$ cat src/rtl/mem_bus_arbiter.sv
// Single-port memory bus arbiter shared by the 6502 fetcher, execute stage and OAM DMA.
// Combinational grant/mux each cycle; registered read-return routing, DMA lock FSM and fetch starvation counter.
module mem_bus_arbiter #(
  parameter int unsigned ADDR_WIDTH   = 16,
  parameter int unsigned DATA_WIDTH   = 8,
  parameter int unsigned STARVE_LIMIT = 4
) (
  input  logic                  clk,
  input  logic                  reset_n,
  input  logic                  f_req,
  input  logic [ADDR_WIDTH-1:0] f_addr,
  output logic                  f_gnt,
  output logic                  f_rvalid,
  input  logic                  e_req,
  input  logic                  e_we,
  input  logic [ADDR_WIDTH-1:0] e_addr,
  input  logic [DATA_WIDTH-1:0] e_wdata,
  output logic                  e_gnt,
  output logic                  e_rvalid,
  input  logic                  d_req,
  input  logic                  d_lock,
  input  logic                  d_we,
  input  logic [ADDR_WIDTH-1:0] d_addr,
  input  logic [DATA_WIDTH-1:0] d_wdata,
  output logic                  d_gnt,
  output logic                  d_rvalid,
  output logic [DATA_WIDTH-1:0] rdata,
  output logic                  cpu_halt,
  output logic                  mem_en,
  output logic                  mem_we,
  output logic [ADDR_WIDTH-1:0] mem_addr,
  output logic [DATA_WIDTH-1:0] mem_wdata,
  input  logic [DATA_WIDTH-1:0] mem_rdata
);

  typedef enum logic {UNLOCKED, LOCKED} state_t;

  state_t     state;
  logic [3:0] starve;
  logic       starved;

  assign starved = (starve == 4'(STARVE_LIMIT));
  assign rdata   = mem_rdata;

  // A starved fetcher jumps ahead of execute, but DMA always wins
  always_comb begin
    f_gnt = 1'b0;
    e_gnt = 1'b0;
    d_gnt = 1'b0;
    if (reset_n) begin
      if (state == LOCKED)     d_gnt = d_req;
      else if (d_req)          d_gnt = 1'b1;
      else if (starved && f_req) f_gnt = 1'b1;
      else if (e_req)          e_gnt = 1'b1;
      else if (f_req)          f_gnt = 1'b1;
    end
  end

  always_comb begin
    mem_en    = f_gnt | e_gnt | d_gnt;
    mem_we    = 1'b0;
    mem_addr  = '0;
    mem_wdata = '0;
    if (d_gnt) begin
      mem_we    = d_we;
      mem_addr  = d_addr;
      mem_wdata = d_wdata;
    end else if (e_gnt) begin
      mem_we    = e_we;
      mem_addr  = e_addr;
      mem_wdata = e_wdata;
    end else if (f_gnt) begin
      mem_addr  = f_addr;
    end
  end

  always_ff @(posedge clk) begin
    if (!reset_n) begin
      state    <= UNLOCKED;
      starve   <= '0;
      cpu_halt <= 1'b0;
      f_rvalid <= 1'b0;
      e_rvalid <= 1'b0;
      d_rvalid <= 1'b0;
    end else begin
      f_rvalid <= f_gnt;
      e_rvalid <= e_gnt & ~e_we;
      d_rvalid <= d_gnt & ~d_we;
      case (state)
        UNLOCKED: begin
          if (d_gnt && d_lock) begin
            state    <= LOCKED;
            cpu_halt <= 1'b1;
          end
          if (f_gnt || !f_req) starve <= '0;
          else if (!starved)   starve <= starve + 4'd1;
        end
        LOCKED: begin
          if (!d_lock) begin
            state    <= UNLOCKED;
            cpu_halt <= 1'b0;
          end
        end
        default: state <= UNLOCKED;
      endcase
    end
  end

endmodule

$ cat config.mk
export PLATFORM = sky130hd
export DESIGN_NAME = mem_bus_arbiter
export DESIGN_NICKNAME = d
export VERILOG_FILES = /design/src/rtl/mem_bus_arbiter.sv
export SDC_FILE = /design/constraint.sdc
export NUM_CORES = 1
export LEC_CHECK = 0
export CORE_MARGIN = 2
export CORE_UTILIZATION = 24
export DETAILED_ROUTE_END_ITERATION = 10
export PLACE_DENSITY_LB_ADDON = 0.3
export SLEW_MARGIN = 20
export SYNTH_ARGS = -nofsm -noshare
export SYNTH_HDL_FRONTEND = slang
export SYNTH_SLANG_ARGS = --single-unit
$ cat constraint.sdc
create_clock -name clk -period 2.3 [get_ports clk]
set_input_delay 0.23 -clock clk [delete_from_list [all_inputs] [get_ports clk]]
set_output_delay 0.23 -clock clk [all_outputs]
set_load 0.005 [all_outputs]
Word level (Yosys, flattened, before mapping):

Cells that the tools add are included.

* add/sub/neg operators: 1
* multiply operators: 0
* div/mod/pow operators: 0
* order comparisons: 0
* equality and inequality tests: 4
* shift-type cells: 0
* multiplexer cells: 29
* bitwise logic cells: 7
* reduce and logical (&&, ||, !) cells: 6

Operator list (number)
* 16-bit 2-to-1 mux: 3
* 1-bit 2-to-1 mux: 20
* 8-bit 2-to-1 mux: 2
* 4-bit 2-to-1 mux: 2
* 4-bit by 1-bit adder with 4-bit output, second input constant: 1
* 4-bit by 3-bit equality test with 1-bit output, second input constant: 1
* 2-bit inequality test, second input constant: 2
* 1-bit case mux with 2 select lines: 2
* 2-bit AND reduction: 2
* 1-bit NOT: 3
* 1-bit bitwise AND: 2
* 1-bit logical AND: 2
* 2-bit by 1-bit inequality test with 1-bit output, second input constant: 1
* 1-bit bitwise OR: 2
* 1-bit logical NOT: 1
* 1-bit logical OR: 1

* bits in registers: 9
* latch bits: 0
* RAM bits: 0
* bits in read-only memories: 0
* bits of input ports: 80
* output and inout bits: 41
* word-level logic and storage cells: 53
* memories kept: 0

Longest topological paths before layout:

Gate-level depths: netlist of the first run.

* depth in word-level cells: 9
* depth in mapped cells: 8

Worst setup path after synthesis of the first run:

OpenSTA, ideal clock, no wires.

* kind: reg2out
* start point: reg starve[0]
* end point: out mem_addr[0]
* data arrival time: 1.665 ns
* required time: 2.070 ns
* setup slack: 0.405 ns
* stages on the path, launching flop included: 8
* path buffers: 1
* cells stage by stage: dfxtp_1 inv_1 ha_1 and4b_4 nor4b_4 buf_6 a22o_1 a21o_1

* word-level cells in the longest chain between the ends: 9

Ends and longest elaborated chain
* start: declaration: line 39 `logic [3:0] starve;`
* start signal: assignment: line 96 `else if (!starved) starve <= starve + 4'd1;`
* 4-bit by 3-bit equality test with 1-bit output (*): line 42 `assign starved = (starve == 4'(STARVE_LIMIT));`
* 1-bit logical AND (*): line 53 `else if (starved && f_req) f_gnt = 1'b1;`
* 1-bit 2-to-1 mux: line 53
* 1-bit 2-to-1 mux: line 52 `else if (d_req) d_gnt = 1'b1;`
* 1-bit 2-to-1 mux: line 51 `if (state == LOCKED) d_gnt = d_req;`
* 1-bit 2-to-1 mux: line 50 `if (reset_n) begin`
* 16-bit 2-to-1 mux: line 72 `end else if (f_gnt) begin`
* 16-bit 2-to-1 mux (*): line 68 `end else if (e_gnt) begin`
* 16-bit 2-to-1 mux (*): line 64 `if (d_gnt) begin`
* end: declaration: line 31 `output logic [ADDR_WIDTH-1:0] mem_addr,`

Mark *: on every way between the ends. The rest lies on a longest branch, timed or not.

Final worst setup path of the first run:

* start point: reg starve[0]
* end point: out mem_addr[4]

The elaborated chain is that of the path after synthesis.

==> metrics.md, run 1 <==
| Metric | Value |
|---|---|
| Period Utilization, post-route | `97.9%` |
| Fmax | `444 MHz` |
| Port Buffer Count | `104` |
| Grt met3 use | `4.05%` |
| Cells along the critical path | `inv_2 -> ha_4 -> and4b_4 -> nor4b_4 -> buf_4 -> buf_12 -> a22o_1 -> a21o_1 -> buf_2` |
| Worst Reg-to-Reg Cells | `7` |
| Worst-path clk slew | `0.06 ns` |
| TritonCTS clock tree | `yes` |
| Final Worst Setup Slack | `0.0474 ns` |
| Worst r2r dst | `e_rvalid` |
| DIE AREA | `0.00414 mm^2` |
| Worst-margin pin slew | `0.361 ns` |
| Fin cells | `264` |
| Antenna cells | `0` |
| Clk buf depth | `2` |
| Sequential power share | `28.3%` |
| Cts-stage hold buffer count | `0` |
| Multiplexer share of the synthesized area | `1.15%` |
| Global-route wire length before repair | `6330 um` |
| Post-Syn Area | `873 um^2` |
| Setup WS pre-CTS | `-0.0909 ns` |
| Fin. max-slew vios | `0` |
| Rows | `21` |
| Area Overhead vs Synth | `138%` |
| GP Congestion | `0.827` |
| Syn_area_per_cell | `8.48 um^2` |
| Largest family of logic cells by synthesized area | `compound AO/OA/AOI/OAI gates` |
| Arrival time at the worst endpoint | `2.02 ns` |
| DRT iter0 DRCs | `20` |
| Fin nets | `301` |
| Worst vdd ir | `228 uV` |
| Relative slew slack | `75.8%` |
| Num CTS Buffers | `3` |
| Vias per inst | `4.91` |
| Final WL | `3990 um` |
| Proportion of layout cells with a drive suffix above 1 | `21.6%` |
| Clock Latency Late Sink | `0.26 ns` |
| Synth Area in Adders | `2.87%` |
| Yosys warnings | `0` |
| Largest stage delay, worst path | `0.39 ns` |
| Post-Synthesis Cells | `103` |
| Largest net degree at the start of global routing | `29` |
| # placed instances | `252` |
| Clock Root Buffer | `clkbuf_4` |
| R2R Setup Slk | `0.69 ns` |
| Final Cell Area | `0.00208 mm^2` |
| Cell variety after synth | `28` |
| Die width | `64.3 um` |
| Sw Ratio | `25.3%` |
| Status | `finished clean` |
| Post-layout util | `60.8%` |
| Hold WC Path Type | `input pin to output port` |
| I/O pin cnt | `121` |
| Initial antenna violation count | `0` |
| Post-synthesis sequential area ratio | `20.6%` |
| Gr busiest metal | `met2` |
| Clock Power Share | `20.5%` |
| DP Wirelength | `3210 um` |
| RSZ-0062 raised after global routing | `true` |
| Clock skew | `0.00191 ns` |
| Die Height | `64.3 um` |
| Most common cell after layout, fill and taps aside | `clkdlybuf4s50_1` |
| Fin crit period | `2.25 ns` |
| Reg2reg start | `starve[0]` |
| Number of iterations in the first detailed-routing pass | `2` |
| XOR/XNOR share of the synthesized area | `1.00%` |
| CP max FO | `4` |
| Final antenna-violating net count | `0` |
| P per Cell Area | `283 mW/mm^2` |
| CTS sink count | `9` |
| Sw power | `0.149 mW` |
| Vias in the first global route | `1353` |
| Setup-failing EPs final | `0` |
| DRC viols | `0` |
| Crit. End Element | `output port` |
| Slowest CP cell | `nor4b_4` |
| Core area | `0.00342 mm^2` |
| Fin Hold WS | `0.460 ns` |
| Post-synthesis compound-gate area fraction | `44.8%` |
| Flops & latches, synth | `9` |
| Cell Int Power | `0.440 mW` |
| Crit Path Class | `register to output port` |
| Initial core utilization | `25.6%` |
| Via count | `1296` |
| Most frequent cells in the layout | `76 x clkdlybuf4s50_1, 25 x a22o_1, 17 x a21o_1` |
| Drt wl/cell | `15.1 um` |
| Aggregate global routing overflow | `0` |
| Simple-gate area share of the yosys netlist | `16.8%` |
| Met2 usage | `38.8%` |
| Tot Pwr | `0.589 mW` |
| Worst EP required | `2.07 ns` |
| Post-Syn Nets | `185` |
| Worst setup endpoint | `mem_addr[4]` |
| H-tree levels | `1` |
| Final Hold Vio Count | `0` |
| Crit start category | `register` |
| Critical path launch point | `starve[0]` |
| Gr usage total | `19.5%` |
| GRT met1 Usage | `19.0%` |
| Combinational share of power | `51.2%` |
| Pleak | `1.03 nW` |
| Area after DPL | `0.00200 mm^2` |
| Max-Cap Viols | `0` |
| Fin Setup TNS | `0 ns` |
cells by family (layout without fill, tap and decap cells):
logic type / count (synthesis) / in the layout
xor gates and xnor gates: 1 / 1
AOI/OAI and AO/OA: 50 / 50
DFF: 9 / 9
muxes: 1 / 1
and+or+nand+nor: 22 / 22
buffers and inverters: 18 / 133
adders and majority gates: 2 / 2
synth_stat cells:
cell      count  area [um^2]
o21ai_0       3         15.0
xnor2_1       1         8.76
ha_1          2         25.0
and2_1        1         6.26
nand2_1       3         11.3
and4b_4       1         13.8
nand2b_1      1         6.26
clkbuf_1      3         11.3
and4_1        2         17.5
nand3_1       1         5.00
a21o_1       17          128
or3_1         1         6.26
a21oi_1       3         15.0
dfxtp_1       9          180
buf_4         9         67.6
buf_2         2         10.0
nor2_1        6         22.5
buf_6         1         11.3
nor3_1        1         5.00
a21boi_0      1         7.51
a211oi_1      1         7.51
nand4b_1      1         8.76
nor2b_1       2         12.5
a22o_1       25          219
mux2i_1       1         10.0
nor4b_4       1         23.8
and2b_1       1         7.51
inv_1         3         11.3
worst max-delay path, delay by kind of cell, from the launching register on:
kind	cells	cell delay, ns
AND/OR/NAND/NOR	2	0.59
buffers and inverters	4	0.48
flip-flops	1	0.34
AO/OA/AOI/OAI	2	0.21
adder cells (fa/ha/maj)	1	0.15
power groups by stage:
stage	clock network, mW	registers, mW	logic [mW]
after floorplan	0	0.170	0.0921
final	0.121	0.166	0.301
after detailed placement	0	0.169	0.306
after global routing	0.132	0.167	0.324
after global placement	0	0.169	0.300
after CTS	0.123	0.166	0.304
worst min-delay path by stage:
stage	from	end	depth (start not counted)
floorplan	d_we	d_rvalid	1
global placement	mem_rdata[4]	rdata[4]	0
detailed placement	mem_rdata[4]	rdata[4]	0
CTS	mem_rdata[4]	rdata[4]	0
global route	mem_rdata[4]	rdata[4]	0
finish	mem_rdata[4]	rdata[4]	0
layer usage:
layer  share of wire, %  up-vias
met1                 35      590
met3                7.7       12
met2                 55       76
met4                2.4        0
met5                  0        -
li1                   -      618
what timing repair did:
action                     in CTS  in global routing
gates resized for setup        65                 23
gates cloned                    2                  0
setup buffers                   5                  4
pin swaps                       7                 11
setup endpoints to repair      28                 16
final cells by class:
cell class                      instances  area, um^2
Clock buffer                            4        26.3
Fill cell                             314        1340
Sequential cell                         9         183
Inverter                                3        11.3
Timing Repair Buffer                  126        1200
Tap cell                               46        57.6
Multi-Input combinational cell         76         601
flip-flops by register name, indices dropped and copies added, names as in the netlist:
| name | flops |
|---|---|
| f_rvalid | 1 |
| e_rvalid | 1 |
| cpu_halt | 1 |
| starve | 4 |
| d_rvalid | 1 |
| state | 1 |
Power figures use the tool's default switching activity.
==> inputs of run 2 (changes only) <==
--- a/config.mk
+++ b/config.mk
@@ -7,6 +7,7 @@
 export LEC_CHECK = 0
 export CORE_MARGIN = 2
 export CORE_UTILIZATION = 24
+export CTS_CLUSTER_DIAMETER = 100
 export DETAILED_ROUTE_END_ITERATION = 10
 export PLACE_DENSITY_LB_ADDON = 0.3
 export SLEW_MARGIN = 20
==> results of run 2 <==
Same layout as run 1: the final DEF is identical, and so are final timing and power.
